### config.mk
export PLATFORM = sky130hd
export DESIGN_NAME = unidade_controle_exp5
export DESIGN_NICKNAME = d
export VERILOG_FILES = /design/src/rtl/unidade_controle_exp5.sv
export SDC_FILE = /design/constraint.sdc
export NUM_CORES = 1
export LEC_CHECK = 0
export CORE_MARGIN = 2
export CORE_UTILIZATION = 30
export DETAILED_ROUTE_END_ITERATION = 8
export PLACE_DENSITY = 0.59
export RECOVER_POWER = 25
export SYNTH_ARGS = -nofsm -noshare
export SYNTH_HDL_FRONTEND = slang
export SYNTH_SLANG_ARGS = --single-unit
### constraint.sdc
create_clock -name clock -period 2.4 [get_ports clock]
set_input_delay 0.36 -clock clock [delete_from_list [all_inputs] [get_ports clock]]
set_output_delay 0.36 -clock clock [all_outputs]
set_load 0.02 [all_outputs]
### src/rtl/unidade_controle_exp5.sv
// unidade_controle_exp5: Moore control FSM for the sequence-memory game.
// Sequences one game of up to 16 plays, ending in hit, miss or per-play timeout.
module unidade_controle_exp5 #(
    parameter int TIMEOUT_CICLOS = 5000
) (
    input  logic       clock,
    input  logic       reset,
    input  logic       iniciar,
    input  logic       jogada,
    input  logic       igual,
    input  logic       fimC,
    output logic       zeraC,
    output logic       contaC,
    output logic       zeraR,
    output logic       registraR,
    output logic       pronto,
    output logic       acertou,
    output logic       errou,
    output logic       timeout,
    output logic [3:0] db_estado
);
    typedef enum logic [3:0] {
        INICIAL    = 4'h0,
        PREPARACAO = 4'h1,
        ESPERA     = 4'h2,
        REGISTRA   = 4'h4,
        COMPARACAO = 4'h5,
        PROXIMO    = 4'h6,
        FIM_ACERTO = 4'hA,
        FIM_TEMPO  = 4'hD,
        FIM_ERRO   = 4'hE
    } estado_t;

    localparam int TW = TIMEOUT_CICLOS > 0 ? $clog2(TIMEOUT_CICLOS + 1) : 1;
    localparam int LIMITE = TIMEOUT_CICLOS > 0 ? TIMEOUT_CICLOS - 1 : 0;

    estado_t estado, estado_prox;
    logic [TW-1:0] timer;
    logic expirou;

    assign expirou = (TIMEOUT_CICLOS != 0) && (timer == TW'(LIMITE));

    // Timer only runs while we stay in ESPERA, so it restarts on every entry.
    always_ff @(posedge clock) begin
        if (!reset) begin
            estado <= INICIAL;
            timer  <= '0;
        end else begin
            estado <= estado_prox;
            timer  <= (estado == ESPERA && estado_prox == ESPERA) ? timer + 1'b1 : '0;
        end
    end

    always_comb begin
        estado_prox = INICIAL;
        zeraC       = 1'b0;
        contaC      = 1'b0;
        zeraR       = 1'b0;
        registraR   = 1'b0;
        pronto      = 1'b0;
        acertou     = 1'b0;
        errou       = 1'b0;
        timeout     = 1'b0;
        db_estado   = estado;
        case (estado)
            INICIAL:    estado_prox = iniciar ? PREPARACAO : INICIAL;
            PREPARACAO: begin
                estado_prox = ESPERA;
                zeraC       = 1'b1;
                zeraR       = 1'b1;
            end
            ESPERA:     estado_prox = jogada ? REGISTRA : expirou ? FIM_TEMPO : ESPERA;
            REGISTRA: begin
                estado_prox = COMPARACAO;
                registraR   = 1'b1;
            end
            COMPARACAO: estado_prox = !igual ? FIM_ERRO : fimC ? FIM_ACERTO : PROXIMO;
            PROXIMO: begin
                estado_prox = ESPERA;
                contaC      = 1'b1;
            end
            FIM_ACERTO: begin
                estado_prox = iniciar ? PREPARACAO : FIM_ACERTO;
                pronto      = 1'b1;
                acertou     = 1'b1;
            end
            FIM_ERRO: begin
                estado_prox = iniciar ? PREPARACAO : FIM_ERRO;
                pronto      = 1'b1;
                errou       = 1'b1;
            end
            FIM_TEMPO: begin
                estado_prox = iniciar ? PREPARACAO : FIM_TEMPO;
                pronto      = 1'b1;
                errou       = 1'b1;
                timeout     = 1'b1;
            end
            default:    estado_prox = INICIAL;
        endcase
    end
endmodule

; ---- Yosys cells after proc, flatten, opt, wreduce, memory -nomap -nowiden
; Index checks and enable logic that the tools add are counted.
[classes]
n_eq_ne = 10
mux = 16
reduce_logical = 6
n_addsub = 1
[ops]
columns = op, n
row1 = 4-bit one-hot mux with 8 select lines, 1
row2 = 4-bit two-way mux, 7
row3 = "13-bit by 1-bit adder with 13-bit output, second input constant", 1
row4 = "13-bit equality test, second input constant", 1
row5 = "4-bit by 3-bit equality test with 1-bit output, second input constant", 3
row6 = "4-bit equality test, second input constant", 3
row7 = "4-bit by 2-bit equality test with 1-bit output, second input constant", 2
row8 = 1-bit two-way mux, 8
row9 = "4-bit by 1-bit equality test with 1-bit output, second input constant", 1
row10 = 4-bit zero test, 1
row11 = 2-bit OR reduction, 2
row12 = 3-bit OR reduction, 1
row13 = 2-bit AND reduction, 1
row14 = 1-bit logical AND, 1
[totals]
wordCells = 35
output_inout_bits = 12
register_bits = 17

; ---- Depth between registers and ports, before layout
[depth]
word_depth = 7
ltp_mapped = 6
ltp_nobuf = 5

; ---- Worst setup path after synthesis
; OpenSTA, ideal clock, no wires.
[synth_timing]
path_type = register -> output
startpoint = reg estado[0] (netlist: db_estado[0])
endpoint = out zeraR
required_ps = 2040
path_stages_with_launch = 5
arrival_time_ps = 1581
path_slack_ps = 459
cell_sequence = dfxtp_1 > clkbuf_1 > nand2b_1 > nor3_1 > buf_4
[synth_via]
elab_chain_cells = 2
[synth_rtl]
columns = element, line
row1 = from (decl), 37  ; estado_t estado, estado_prox;
row2 = from (signal assigned), 49  ; estado <= estado_prox;
row3 = 4-bit by 1-bit equality test with 1-bit output, -
row4 = 1-bit two-way mux, -
row5 = to (decl), 14  ; output logic zeraR,
; Every way passes these cells.

; ---- Final worst setup path
[layout_timing]
startpoint = reg estado[3] (netlist: db_estado[3])
endpoint = out acertou
[layout_via]
elab_chain_cells = 2
[layout_rtl]
columns = element, line
row1 = 4-bit equality test, 65  ; case (estado)
row2 = 1-bit two-way mux, 65
row3 = to (decl), 17  ; output logic acertou,
; Every way passes these cells.

==> results.yml <==
pwr:
  seqPwrFrac: 0.573
  internal-power_w: 0.000384
  cellPowerDensity_nw_per_um2: 476
  leakagePower_nw: 0.341
  p_comb_frac: 0.125
  p_sw_frac: 0.257
  switchingPower_w: 0.000133
  power_frac_clock: 0.302
  vdd_drop_max_mv: 0.234
synth:
  netlist_top_cells_area: "dfxtp_1, nor2_1, xnor2_1"
  syn-num-nets: 123
  syn_avg_cell_area_sq_um: 7.80
  synth_top_area_frac: 0.376
  synth_compound_area_frac: 0.105
  synth-simple-area-share: 0.339
  synth-xor-area-share: 0.107
  synth_seq_cells: 17
  synthArstFlopShare: 0
  ys_seq_area_frac: 0.376
  synth_top_family_by_area: "simple AND/OR/NAND/NOR gates"
  ys.flop_type: "dfxtp_1"
  ys_warn_count: 0
  yosysTopAreaCell: "dfxtp_1"
  synth_adder_area_share: 0.0138
  muxShareOfSynthArea: 0
  syn-cell-area_sq_um: 905
  synth_edf_count: 0
  synth_cell_type_count: 28
  syn_inst: 116
run_status:
  status: "finished, violations left"
  failed_checks: "design-rule violations"
layout:
  layout-drive-gt1-share: 0.0382
  fin_util: 0.387
  diodes: 0
  num-fill-cells: 318
  fin_nets: 139
  syn_to_final_growth_pct: 20.1
timing:
  finalHoldViolCount: 0
  setup_viol: 0
  tns_ps: 0
  fin_crit_sh: 0.922
  drv_slew: 0
  holdWs_ps: 452
  slew-limit-headroom: 0.666
  tightest_slew_ps: 497
  rsz0062_at_grt: "false"
  fin_crit_ps: 2210
  fmax_ghz: 0.452
  finClkSkew_ps: 5.93
run:
  drv_cap: 0
worst_setup_path:
  path_max_fanout: 12
  critPathRequiredTime_ps: 2040
  arrival_ps: 1850
  cp_num_buf_inv: 2
  r2r_setup_slack_ps: 240
  cp_slowest_stage_delay_ps: 630
  endpoint_kind: "output pin"
  cpMaxStageDelayCell: "clkdlybuf4s50_1"
  rr_endpoint: "db_estado[1]"
  r2r-start: "timer[4]"
  reg2reg_depth: 4
  crit_family: "buffers and inverters"
  worstPathCellList: "inv_1 -> nor3_1 -> clkdlybuf4s50_1"
  crit_type: "register to output pin"
  startpoint_type: "register"
min_path:
  min_path_cells: 1
  hold_end: "timer[0]"
  hold_path.startpoint: "timer[0]"
  hold_path.class: "register to register"
drt:
  route.detailed.drc: 5
  num_vias: 816
  drt-pass1-iter-count: 6
  post_drt_wl_per_cell_um: 11.4
  viasPerCell: 5.04
  detail-route-antenna-nets: 0
  routed_wl_mm: 1.85
  drtIter0Drc: 32
clock_network:
  clock_latency_ps: 300
  cts_hold_buf: 0
  clk_path_buf_depth: 2
  cts_resized: 0
  root_buffer: "clkbuf_4"
  cts_tree: "done"
  cts_setup_buffers: 0
  htree_levels: 1
  path_clk_slew_ps: 100
  cts_sinks: 17
  numCtsBuffers: 3
global_route:
  grt_antenna_before_repair: 0
  grt_pass1_wl_mm: 3.13
  overflow: 0
  grt_max_degree: 15
  track_usage: 0.117
  grt_pass1_vias: 732
place:
  hpwlAfterDp_mm: 1.36
  gp_congestion: 0.787
  portBuffers: 17
floorplan:
  fp.dieH_um: 58.9
  core_region_area_sq_um: 2810
  fp.dieArea_sq_um: 3470
  dieWidth_um: 58.9
  io-pin-count: 18
  initial_core_util: 0.322
  rows: 19
## how the worst max path moves through the flow
stage / from / end / depth (start not counted)
finish: db_estado[3] / acertou / 3
global route: db_estado[3] / acertou / 3
CTS: db_estado[1] / errou / 3
detailed placement: db_estado[3] / acertou / 3
global placement: db_estado[3] / acertou / 3
floorplan: db_estado[0] / zeraR / 4
## flip-flops by register name, summed over array words and instances (netlist names)
signal and flops:
timer 13, db_estado 4
## worst register-to-register path, stage by stage, from the launching register on
cell and delay (ps):
dfxtp_1 370, or4b_2 680, nor4_1 490, or3_4 310
a21bo_1 220
## power by group through the flow
stage / Sequential [W] / Combinational [W] / Clock (W)
6_report: 0.000297 / 0.0000647 / 0.000156
5_1_grt: 0.000298 / 0.0000708 / 0.000170
4_1_cts: 0.000297 / 0.0000653 / 0.000160
3_5_place_dp: 0.000303 / 0.0000649 / 0
3_3_place_gp: 0.000303 / 0.0000653 / 0
2_1_floorplan: 0.000300 / 0.0000425 / 0
## Yosys cell counts, types with 2 or more instances
master    count
a21oi_1      11
clkbuf_1      3
nand3_1       5
nand2b_1      2
nor4_1        2
xnor2_1       9
nand4_1       2
o21ai_0       3
inv_1         5
nor2b_1       3
xor2_1        2
nand2_1       9
nor2_1       22
nor3_1        8
dfxtp_1      17
## stage by stage
stage          std cells  cell area, sq um  setup slack, ps  total power, W
2_1_floorplan        116               905              459        0.000342
3_5_place_dp         158              1080              521        0.000368
3_3_place_gp         158              1080              529        0.000368
4_1_cts              162              1100              179        0.000522
5_1_grt              162              1090             61.8        0.000539
6_report             162              1090              188        0.000517
## kinds of logic (layout without fill, tap and decap cells)
kind of cell             Yosys count  after routing
AND/OR/NAND/NOR                   59             59
adder cells (fa/ha/maj)            1              1
AO/OA/AOI/OAI                     17             17
buffers and inverters             11             26
flip-flops                        17             17
XOR/XNOR                          11             11
## cell usage in the layout (no fill, tap or decap)
master	netlist	final
or4b_2	0	1
a21oi_1	11	11
nand2b_1	2	2
nor2_1	22	22
o22ai_1	1	1
nor2b_1	3	3
nor3_1	8	8
or3_1	1	1
clkbuf_1	3	1
xnor2_1	9	9
nand3b_1	1	1
dfxtp_1	17	17
or3_4	1	1
clkdlybuf4s50_1	0	17
nor4_1	2	3
clkbuf_4	0	3
nand4_1	2	2
nand3_1	5	5
inv_1	5	5
xor2_1	2	2
o22a_1	1	1
a21bo_1	1	1
o21ai_0	3	3
nand2_1	9	9
ha_1	1	1
nand4b_1	1	1
## per-layer routing
metal  GRT usage  vias to the layer above  share of wire
li1            -                      421              -
met1       0.140                      364           0.44
met2       0.198                       26           0.45
met3      0.0176                        5          0.080
met4      0.0682                        0          0.026
met5           0                        -              0
## area by class of cell
| type | instances | area, sq um | share of cell area |
|---|---|---|---|
| Sequential cell | 17 | 340 | 0.313 |
| Clock buffer | 4 | 26.3 | 0.0242 |
| Tap cell | 31 | 38.8 | 0.0357 |
| Timing Repair Buffer | 17 | 170 | 0.157 |
| Multi-Input combinational cell | 88 | 492 | 0.453 |
| Inverter | 5 | 18.8 | 0.0173 |
No activity file was read; power rests on OpenSTA's default activity.
